[config.mk]
export PLATFORM = sky130hd
export DESIGN_NAME = adc1_spi_reader
export DESIGN_NICKNAME = d
export VERILOG_FILES = /design/src/rtl/adc1_spi_pkg.sv /design/src/rtl/adc1_spi_reader_sync_2ff.sv /design/src/rtl/adc1_spi_reader.sv
export SDC_FILE = /design/constraint.sdc
export NUM_CORES = 1
export LEC_CHECK = 0
export CAP_MARGIN = 5
export CORE_UTILIZATION = 50
export DETAILED_ROUTE_END_ITERATION = 10
export DONT_BUFFER_PORTS = 1
export GPL_ROUTABILITY_DRIVEN = 0
export PLACE_DENSITY = 0.62
export SYNTH_ARGS = -nofsm -noshare
export SYNTH_HDL_FRONTEND = slang
export SYNTH_SLANG_ARGS = --single-unit
[constraint.sdc]
create_clock -name clk -period 2.6 [get_ports clk]
set_input_delay 0.52 -clock clk [delete_from_list [all_inputs] [get_ports clk]]
set_output_delay 0.52 -clock clk [all_outputs]
set_load 0.02 [all_outputs]
[src/rtl/adc1_spi_pkg.sv]
// -----------------------------------------------------------------------------
// adc1_spi_pkg
// Shared definitions for the ADC1 APD-bias SPI reader:
//   - default frame geometry and timing constants
//   - FSM state encoding
//   - clog2 helper used to size counters
// -----------------------------------------------------------------------------
package adc1_spi_pkg;

    localparam int DEF_CLK_DIV    = 4;
    localparam int DEF_FRAME_BITS = 16;
    localparam int DEF_DATA_BITS  = 12;
    localparam int DEF_QUIET_CYC  = 20;
    localparam int DEF_AVG_LOG2   = 3;

    typedef enum logic [2:0] {
        ST_IDLE     = 3'd0,
        ST_CS_SETUP = 3'd1,
        ST_SHIFT    = 3'd2,
        ST_CS_HOLD  = 3'd3,
        ST_QUIET    = 3'd4
    } state_e;

    // Ceiling log2, never smaller than 1 so a counter always has a bit.
    function automatic int clog2(input int value);
        int r;
        r = 1;
        for (int i = 0; i < 31; i++) begin
            if ((32'd1 << i) < value) begin
                r = i + 1;
            end
        end
        return r;
    endfunction

endpackage

[src/rtl/adc1_spi_reader_sync_2ff.sv]
// -----------------------------------------------------------------------------
// sync_2ff
// Generic two-flop synchronizer for asynchronous inputs (ADC1_SDO, FAN0_PLUS,
// other EMIO inputs).
// Ports:
//   clk_i   system clock
//   rst_ni  asynchronous active-low reset (flops clear to RESET_VAL)
//   d_i     asynchronous input
//   q_o     synchronized output, two clk_i cycles of latency
// -----------------------------------------------------------------------------
module sync_2ff #(
    parameter int               WIDTH     = 1,
    parameter logic [WIDTH-1:0] RESET_VAL = '0
) (
    input  logic             clk_i,
    input  logic             rst_ni,
    input  logic [WIDTH-1:0] d_i,
    output logic [WIDTH-1:0] q_o
);

    logic [WIDTH-1:0] meta_q;
    logic [WIDTH-1:0] sync_q;

    // Two-stage capture chain; only sync_q is used downstream.
    always_ff @(posedge clk_i or negedge rst_ni) begin
        if (!rst_ni) begin
            meta_q <= RESET_VAL;
            sync_q <= RESET_VAL;
        end else begin
            meta_q <= d_i;
            sync_q <= meta_q;
        end
    end

    assign q_o = sync_q;

endmodule

[src/rtl/adc1_spi_reader.sv]
// -----------------------------------------------------------------------------
// adc1_spi_reader
// Read-only SPI master (CPOL=1, CPHA=1) for the ADC1 APD-bias readback ADC.
// Each frame is FRAME_BITS SCK periods; the low DATA_BITS bits are the sample,
// the leading bits must be zero (otherwise frame_err is set, sticky).
// Optional build macro ADC1_AVG_EN: average 2^AVG_LOG2 frames per output.
// Ports:
//   clk, rst_n         system clock, asynchronous active-low reset
//   start              single-shot request (ignored while busy)
//   auto_en            continuous back-to-back frames
//   adc_csn, adc_sck   SPI chip select / clock (registered)
//   adc_sdo            SPI data from ADC (asynchronous, synchronized here)
//   sample_data        last sample (or average)
//   sample_valid       one-cycle strobe when sample_data updates
//   frame_err, err_clr sticky leading-bit error flag and its clear
//   busy               high from CS_SETUP entry until QUIET exit
// -----------------------------------------------------------------------------
module adc1_spi_reader
    import adc1_spi_pkg::*;
#(
    parameter int CLK_DIV    = DEF_CLK_DIV,
    parameter int FRAME_BITS = DEF_FRAME_BITS,
    parameter int DATA_BITS  = DEF_DATA_BITS,
    parameter int QUIET_CYC  = DEF_QUIET_CYC
`ifdef ADC1_AVG_EN
    ,
    parameter int AVG_LOG2   = DEF_AVG_LOG2
`endif
) (
    input  logic                 clk,
    input  logic                 rst_n,
    input  logic                 start,
    input  logic                 auto_en,
    output logic                 adc_csn,
    output logic                 adc_sck,
    input  logic                 adc_sdo,
    output logic [DATA_BITS-1:0] sample_data,
    output logic                 sample_valid,
    output logic                 frame_err,
    input  logic                 err_clr,
    output logic                 busy
);

    localparam int             BIT_W      = clog2(FRAME_BITS);
    localparam logic [7:0]     DIV_LAST   = 8'(CLK_DIV - 1);
    localparam logic [15:0]    QUIET_LAST = 16'(QUIET_CYC - 1);
    localparam logic [BIT_W-1:0] BIT_LAST = BIT_W'(FRAME_BITS - 1);

    state_e                 state_q, state_d;
    logic [7:0]             div_q, div_d;
    logic                   phase_q, phase_d;      // 0 = SCK low half, 1 = high half
    logic [BIT_W-1:0]       bit_q, bit_d;
    logic [15:0]            quiet_q, quiet_d;
    logic [FRAME_BITS-1:0]  shift_q, shift_d;
    logic                   csn_q, csn_d;
    logic                   sck_q, sck_d;
    logic                   busy_q, busy_d;
    logic [DATA_BITS-1:0]   data_q, data_d;
    logic                   valid_q, valid_d;
    logic                   err_q, err_d;
    logic                   sdo_sync;

`ifdef ADC1_AVG_EN
    localparam int                ACC_W    = DATA_BITS + AVG_LOG2;
    localparam logic [AVG_LOG2-1:0] AVG_LAST = {AVG_LOG2{1'b1}};

    logic [ACC_W-1:0]    acc_q, acc_d;
    logic [AVG_LOG2-1:0] avg_cnt_q, avg_cnt_d;
    logic                auto_en_q;
    logic                avg_clr_s;
    logic [ACC_W-1:0]    sum_s;

    assign avg_clr_s = auto_en & ~auto_en_q;
    assign sum_s     = acc_q + ACC_W'(shift_q[DATA_BITS-1:0]);
`endif

    sync_2ff #(
        .WIDTH     (1),
        .RESET_VAL (1'b0)
    ) u_sdo_sync (
        .clk_i  (clk),
        .rst_ni (rst_n),
        .d_i    (adc_sdo),
        .q_o    (sdo_sync)
    );

    // Next-state logic for the frame sequencer and the output registers.
    always_comb begin
        state_d = state_q;
        div_d   = div_q;
        phase_d = phase_q;
        bit_d   = bit_q;
        quiet_d = quiet_q;
        shift_d = shift_q;
        csn_d   = csn_q;
        sck_d   = sck_q;
        busy_d  = busy_q;
        data_d  = data_q;
        valid_d = 1'b0;
        // A new error below overrides this clear.
        err_d   = err_q & ~err_clr;
`ifdef ADC1_AVG_EN
        acc_d     = acc_q;
        avg_cnt_d = avg_cnt_q;
`endif
        case (state_q)
            ST_IDLE: begin
                if (start || auto_en) begin
                    state_d = ST_CS_SETUP;
                    csn_d   = 1'b0;
                    sck_d   = 1'b1;
                    busy_d  = 1'b1;
                    div_d   = 8'd0;
                end else begin
                    csn_d  = 1'b1;
                    sck_d  = 1'b1;
                    busy_d = 1'b0;
                end
            end
            ST_CS_SETUP: begin
                if (div_q == DIV_LAST) begin
                    state_d = ST_SHIFT;
                    sck_d   = 1'b0;
                    div_d   = 8'd0;
                    phase_d = 1'b0;
                    bit_d   = '0;
                end else begin
                    div_d = div_q + 8'd1;
                end
            end
            ST_SHIFT: begin
                if (div_q != DIV_LAST) begin
                    div_d = div_q + 8'd1;
                end else if (!phase_q) begin
                    // End of the low half: the ADC's bit has settled since the
                    // falling edge, so capture it here.
                    shift_d = {shift_q[FRAME_BITS-2:0], sdo_sync};
                    phase_d = 1'b1;
                    sck_d   = 1'b1;
                    div_d   = 8'd0;
                end else if (bit_q != BIT_LAST) begin
                    bit_d   = bit_q + BIT_W'(1);
                    phase_d = 1'b0;
                    sck_d   = 1'b0;
                    div_d   = 8'd0;
                end else begin
                    // Frame complete: deliver the sample on CS_HOLD entry.
                    state_d = ST_CS_HOLD;
                    div_d   = 8'd0;
                    if (|shift_q[FRAME_BITS-1:DATA_BITS]) begin
                        err_d = 1'b1;
                    end else begin
                        err_d = err_q & ~err_clr;
                    end
`ifdef ADC1_AVG_EN
                    if (avg_cnt_q == AVG_LAST) begin
                        data_d    = sum_s[ACC_W-1:AVG_LOG2];
                        valid_d   = 1'b1;
                        acc_d     = '0;
                        avg_cnt_d = '0;
                    end else begin
                        acc_d     = sum_s;
                        avg_cnt_d = avg_cnt_q + AVG_LOG2'(1);
                    end
`else
                    data_d  = shift_q[DATA_BITS-1:0];
                    valid_d = 1'b1;
`endif
                end
            end
            ST_CS_HOLD: begin
                if (div_q == DIV_LAST) begin
                    state_d = ST_QUIET;
                    csn_d   = 1'b1;
                    quiet_d = 16'd0;
                end else begin
                    div_d = div_q + 8'd1;
                end
            end
            ST_QUIET: begin
                if (quiet_q == QUIET_LAST) begin
                    state_d = ST_IDLE;
                    busy_d  = 1'b0;
                end else begin
                    quiet_d = quiet_q + 16'd1;
                end
            end
            default: begin
                state_d = ST_IDLE;
                csn_d   = 1'b1;
                sck_d   = 1'b1;
                busy_d  = 1'b0;
            end
        endcase
    end

    // State and output registers; reset drops any partial frame.
    always_ff @(posedge clk or negedge rst_n) begin
        if (!rst_n) begin
            state_q <= ST_IDLE;
            div_q   <= 8'd0;
            phase_q <= 1'b0;
            bit_q   <= '0;
            quiet_q <= 16'd0;
            shift_q <= '0;
            csn_q   <= 1'b1;
            sck_q   <= 1'b1;
            busy_q  <= 1'b0;
            data_q  <= '0;
            valid_q <= 1'b0;
            err_q   <= 1'b0;
        end else begin
            state_q <= state_d;
            div_q   <= div_d;
            phase_q <= phase_d;
            bit_q   <= bit_d;
            quiet_q <= quiet_d;
            shift_q <= shift_d;
            csn_q   <= csn_d;
            sck_q   <= sck_d;
            busy_q  <= busy_d;
            data_q  <= data_d;
            valid_q <= valid_d;
            err_q   <= err_d;
        end
    end

`ifdef ADC1_AVG_EN
    // Averaging accumulator; a rising auto_en starts a fresh average.
    always_ff @(posedge clk or negedge rst_n) begin
        if (!rst_n) begin
            acc_q     <= '0;
            avg_cnt_q <= '0;
            auto_en_q <= 1'b0;
        end else begin
            auto_en_q <= auto_en;
            if (avg_clr_s) begin
                acc_q     <= '0;
                avg_cnt_q <= '0;
            end else begin
                acc_q     <= acc_d;
                avg_cnt_q <= avg_cnt_d;
            end
        end
    end
`endif

    assign adc_csn      = csn_q;
    assign adc_sck      = sck_q;
    assign busy         = busy_q;
    assign sample_data  = data_q;
    assign sample_valid = valid_q;
    assign frame_err    = err_q;

endmodule

==> results of run 1 <==
==> kinds of logic (layout without fill, tap and decap cells) <==
family / after synthesis / in the layout / synth area share
AND/OR/NAND/NOR: 119 / 119 / 0.2199
flip-flops: 67 / 67 / 0.5355
multiplexers: 32 / 32 / 0.1133
AO/OA/AOI/OAI: 28 / 28 / 0.05627
XOR/XNOR: 16 / 16 / 0.04469
buffers and inverters: 13 / 33 / 0.01835
adder cells (fa/ha/maj): 3 / 3 / 0.01197
==> worst reg2reg max path, delay by kind of cell (launching register included) <==
family	cells	cell delay [ns]
adder cells (fa/ha/maj)	1	0.21
buffers and inverters	1	0.25
flip-flops	1	0.39
multiplexers	1	0.36
AND/OR/NAND/NOR	3	0.85
==> power groups by stage <==
stage	clock network (mW)	registers [mW]	logic (mW)
floorplan	0	1.27	0.231
global placement	0	1.30	0.274
detailed placement	0	1.30	0.279
CTS	1.09	1.28	0.307
global route	1.14	1.30	0.344
finish	1.06	1.28	0.302
==> repair_timing <==
| action | CTS | global route |
|---|---|---|
| hold buffers | 2 | 0 |
| endpoints found under the hold margin | 66 | 0 |
| endpoints found under the setup margin | 0 | 0 |
==> area by class of cell <==
| class | count | share of cell area |
|---|---|---|
| flip-flops and latches | 67 | 0.4729 |
| multi-input cells | 198 | 0.3939 |
| clock buffers | 9 | 0.03488 |
| clock inverters | 7 | 0.03488 |
| repair buffers | 12 | 0.03171 |
| well taps | 75 | 0.02643 |
| inverters | 5 | 0.005285 |
==> state kept, by name, indices dropped and copies added, names as in the netlist, 3 cells and up <==
name,count
bit_q,4
quiet_q,16
state_q,3
sample_data,12
div_q,8
shift_q,16
==> cell usage in the layout, fill, tap and decap left out, drive strengths merged, types with 2 or more instances in the layout <==
master,synthesis,layout
nand3,11,11
and4,3,3
xor2,4,4
or2,2,2
a2bb2oi,2,2
mux2i,4,4
a31oi,2,2
dfrtp,65,65
a21oi,8,8
ha,3,3
dfstp,2,2
nor3b,2,2
o31ai,3,3
o21ai,7,7
inv,5,6
mux2,28,28
nor4,10,10
nor2b,4,4
nand3b,2,2
nor3,7,7
buf,2,11
clkinv,0,2
bufinv,0,3
nor4b,4,4
nor2,28,28
and3,4,4
clkbuf,6,9
nand2,17,17
or3,2,2
and2,3,3
nand4,14,14
xnor2,12,12
==> metal layers <==
layer / global-route usage / up-vias
met2: 0.2882 / 29
li1: - / 1046
met5: 0 / -
met4: 0.07500 / 0
met1: 0.2849 / 1053
met3: 0.06292 / 6
==> metrics by stage <==
stage / std cells / hold slack, ns / total power, mW / worst slack, ns / area [um^2]
floorplan: 278 / 0.2244 / 1.497 / 0.5200 / 3136
global placement: 355 / 0.2262 / 1.572 / 0.4493 / 3266
detailed placement: 355 / 0.2260 / 1.581 / 0.4217 / 3266
CTS: 373 / 0.04314 / 2.682 / 0.4184 / 3551
global route: 373 / 0.05498 / 2.779 / 0.2443 / 3551
finish: 373 / 0.03512 / 2.646 / 0.4173 / 3551
==> worst max-delay path by stage <==
stage | to | slack [ns] | start
after detailed placement | shift_q[2]$_DFFE_PN0P_ | 0.42 | div_q[0]$_DFFE_PN0P_
final | shift_q[2]$_DFFE_PN0P_ | 0.42 | div_q[0]$_DFFE_PN0P_
after global placement | shift_q[6]$_DFFE_PN0P_ | 0.45 | div_q[0]$_DFFE_PN0P_
after floorplan | shift_q[10]$_DFFE_PN0P_ | 0.52 | div_q[0]$_DFFE_PN0P_
after global routing | shift_q[1]$_DFFE_PN0P_ | 0.24 | div_q[0]$_DFFE_PN0P_
after CTS | shift_q[13]$_DFFE_PN0P_ | 0.42 | div_q[0]$_DFFE_PN0P_
==> metrics, run 1 <==
status finished, final reports clean; Die ar. 6592 um^2; CP Depth 6; combinational share of power 0.114; worst path required time approximately 2.8 ns; Slowest cell on crit path nor4b_4; vias in the first global route between 1500 and 2000; fill cell count around 490; Avg Cell Area, Syn approximately 11 um^2; setup bufs post-CTS 0; Num CTS Buffers 9; number of flops mapped to enable cells by yosys 0; clock sink count 67; skew final between 0.007 and 0.008 ns; Cell variety after synth 47; Seq/Total Area, Yosys 0.5355; Hold Violations, Final 0; mapped cell area about 3100 um^2; wire per inst 15.46 um; element type at the critical path start register; Tot GR Track Use 0.2015; DR pass1 iterations 4; area grow syn2layout 13.25%; via/cell ratio about 5.7; detailed placement HPWL 3.805 mm; P_leak approximately 1.6 nW; cell count after synthesis about 280; wl on met1 around 2.9 mm; max incr delay on CP slightly above 0.4 ns; kind of critical path reg2reg; Top Layer Used met4; clock slew at reported path FFs around 0.08 ns; total congestion overflow 0; Slew Viols, Final 0; violation count after the first detailed-route iteration roughly 130; Final Util 0.5927; Skew-Pair Late Insertion Delay about 0.34 ns; synth warn 0; largest net degree at the start of global routing 67; setup TNS 0 ns; CORE AREA between 5000 and 6000 um^2; area of the multi-input gates ~1400 um^2; Clock Power Share 0.401; Initial Utilization 0.5234; worst path buffer plus inverter count 1; internal power between 1.5 and 2 mW; FP Rows 28; Max Clk Rate roughly 460 MHz; Post-synth top cells dfrtp_1, mux2_2, nor2_1, nand2_1, nand4_1; Final Critical Period around 2.2 ns; Die W about 81 um; Post-DRT Antenna Nets 0; sequential power share 0.484; RSZ-0062 raised after global routing no; DRC 0; Crit Reg-Reg Startpoint div_q[0]$_DFFE_PN0P_; largest cells by area after synthesis dfrtp_1, mux2_2, nor2_1; Die Ht around 81 um; antenna violations before repair 0; crit-path max FO 16; vias after detailed routing 2134; Final Net Count ~300; synthesis-stage register bit count 67; WL met2 between 2 and 3 mm; DR WL met3 202 um; post-synth top area share 0.5188; worst-margin pin slew approximately 0.56 ns; R2R Path End shift_q[2]$_DFFE_PN0P_; CP endpoint kind register; period utilization 0.8395; CTS tree built; Syn Nets around 290; Pwr Density between 700 and 800 nW/um^2; Max-Cap Viols 0; most frequent cell after synthesis dfrtp_1; Root Driver clkbuf_8; share of cells above drive strength 1 0.2248; top-level I/O count 23; critical path data arrival time ~2.4 ns; max_slew headroom 0.6255; critical-path cell list ha_1, nor4b_4, and2_4, nor3b_4, buf_4, mux2_2; Port Buffers 0; register area about 1700 um^2; flop2flop setup slack 0.42 ns; Top Family by Delay on Critical Path simple AND/OR/NAND/NOR gates; Post-Route WL between 5 and 6 mm; first-pass GRT wire length between 9 and 10 mm; Hold WC Path Type in2async; depth of the CTS H-tree 3; main flop type after synthesis dfrtp_1; Max clock buf depth 2; Synth async-reset ratio 1.000; cell type with the highest aggregate area in the netlist dfrtp_1; Inserted Diodes 0; cell count of the worst reg-to-reg path 6; switching portion of total power 0.2664; setup violators final 0; Sw Pwr a little over 700 uW; CTS resizes 0; Max rail drop VDD 0.5533 mV
No activity file was read; power rests on OpenSTA's default activity.
==> run 2, diff against run 1 <==
Settings changed: PLACE_DENSITY 0.62 to 0.65.
Clock period 2.6 ns to 1.95 ns, I/O delays scaled along.
==> run 2 against run 1 <==
  * Non-clock buffer count up 7
  * Register-to-register slack got worse by 0.33 ns
  * Sequential power rose by 33%
  * Combinational power increased by 49%
  * Global-route usage is 0.15 points higher
  * Design area is 0.67% higher
  * Critical path type unchanged
  * Largest power group unchanged
==> metrics, run 2 (same netlist as run 1, synthesis figures left out) <==
Post-DRT Antenna Nets 0; commonest non-fill, non-tap cell in the layout dfrtp_1; R2R Path End shift_q[4]$_DFFE_PN0P_; wire per inst between 15 and 20 um; Max rail drop VDD 0.5645 mV; Tot GR Track Use 0.2031; DR pass1 iterations 4; fin worst setup slack about 0.088 ns; critical-path cell list ha_2, nor4b_4, and2_4, nor3b_4, buf_12, mux2_2; register area 1679 um^2; CP endpoint kind register; cell count of the worst reg-to-reg path 6; top-level I/O count 23; Root Driver clkbuf_8; Max clock buf depth 2; placed insts between 300 and 400; share of cells above drive strength 1 0.2459; period utilization 0.9551; RSZ-0062 raised after global routing yes; Max-Cap Viols 0; Hold WC Path Type in2reg; hold_ws 0.07299 ns; area of the multi-input gates ~1400 um^2; FP Rows 28; Crit Reg-Reg Startpoint div_q[0]$_DFFE_PN0P_; area grow syn2layout 14.01%; kind of critical path reg2reg; worst path buffer plus inverter count 1; clock sink count 67; vias after detailed routing between 2000 and 2500; fill cell count approximately 480; Inserted Diodes 0; clock slew at reported path FFs 0.08 ns; Skew-Pair Late Insertion Delay around 0.35 ns; Slew Viols, Final 0; Die W 81.19 um; most frequent cells in the layout dfrtp_1, nor2_1, mux2_2, nand2_1, buf_4; Port Buffers 0; Num CTS Buffers 9; CP Launch Point div_q[0]$_DFFE_PN0P_; depth of the CTS H-tree 3; Final Critical Period about 1.9 ns; Slowest cell on crit path dfrtp_1; violation count after the first detailed-route iteration roughly 130; CTS tree built; CORE AREA 5991 um^2; flop2flop setup slack 0.09 ns; Top Family by Delay on Critical Path simple AND/OR/NAND/NOR gates; status finished, final reports clean; vias in the first global route about 2100; Max Clk Rate between 500 and 600 MHz; via/cell ratio between 5 and 6; Hold Violations, Final 0; largest net degree at the start of global routing between 60 and 70; P_leak between 1.5 and 2 nW; first-pass GRT wire length between 10 and 15 mm; total congestion overflow 0; Pwr Density roughly 900 nW/um^2; crit-path max FO 16; element type at the critical path start register; Die ar. approximately 6600 um^2; antenna violations before repair 0; max_slew headroom 0.6683; Post-Route WL around 6 mm; DRC 0; critical path data arrival time 2.09 ns; worst hold path depth 0; detailed placement HPWL around 4 mm; skew final roughly 0.012 ns; worst hold endpoint u_sdo_sync.meta_q$_DFF_PN0_; Initial Utilization 0.5234; Non-Filler Instances 380; Die Ht roughly 81 um; worst slack at placement 0.1003 ns; max incr delay on CP about 0.38 ns; Final Net Count between 300 and 400; worst-margin pin slew ~0.50 ns; hold_sp adc_sdo; worst path required time roughly 2.2 ns; setup violators final 0
## run 2: worst reg2reg max path, cell delays in order (launching register included)
cell and delay [ns]:
dfrtp_1 0.38, ha_2 0.20, nor4b_4 0.21, and2_4 0.22, nor3b_4 0.22, buf_12 0.18, mux2_2 0.34
## run 2: cell type report
| cell class | instances | area share |
|---|---|---|
| Timing Repair Buffer | 19 | 0.04970 |
| Inverter | 5 | 0.005250 |
| Tap cell | 75 | 0.02625 |
| Clock inverter | 7 | 0.02135 |
| Sequential cell | 67 | 0.4697 |
| Clock buffer | 9 | 0.03465 |
| Multi-Input combinational cell | 198 | 0.3931 |
## run 2: stage by stage
stage	total power, mW	utilization	area (um^2)	TNS, ns
after floorplan	1.999	-	3138	-1.203
after global placement	2.123	0.5564	3333	0
after detailed placement	2.136	0.5564	3333	0
after CTS	3.346	0.5961	3571	0
after global routing	3.480	0.5967	3575	-0.02096
final	3.308	0.5967	3575	0
## run 2: worst max path at each step
stage	to	depth (start not counted)	slack [ns]
after global placement	shift_q[6]$_DFFE_PN0P_	6	0.11
after global routing	shift_q[0]$_DFFE_PN0P_	6	-0.008
after detailed placement	shift_q[1]$_DFFE_PN0P_	6	0.10
after floorplan	shift_q[10]$_DFFE_PN0P_	6	-0.12
final	shift_q[4]$_DFFE_PN0P_	6	0.09
after CTS	shift_q[4]$_DFFE_PN0P_	6	0.08
## run 2: metal layers
metal / GRT usage / routed length (um)
met4: 0.08214 / 78
met2: 0.3126 / 2822
met3: 0.05618 / 272
met1: 0.2696 / 2806
met5: 0 / 0
## run 2: what timing repair did
item,in CTS,in global routing
endpoints found under the hold margin,67,0
resized for setup,0,1
setup buffers,0,0
hold buffers,2,0
setup endpoints to repair,0,4
## run 2: power breakdown
part           leakage [nW]  total [mW]  internal (mW)  switching [mW]
Combinational         0.657       0.451          0.226           0.224
Sequential            0.900        1.70           1.52           0.174
Clock                0.0958        1.16          0.596           0.566
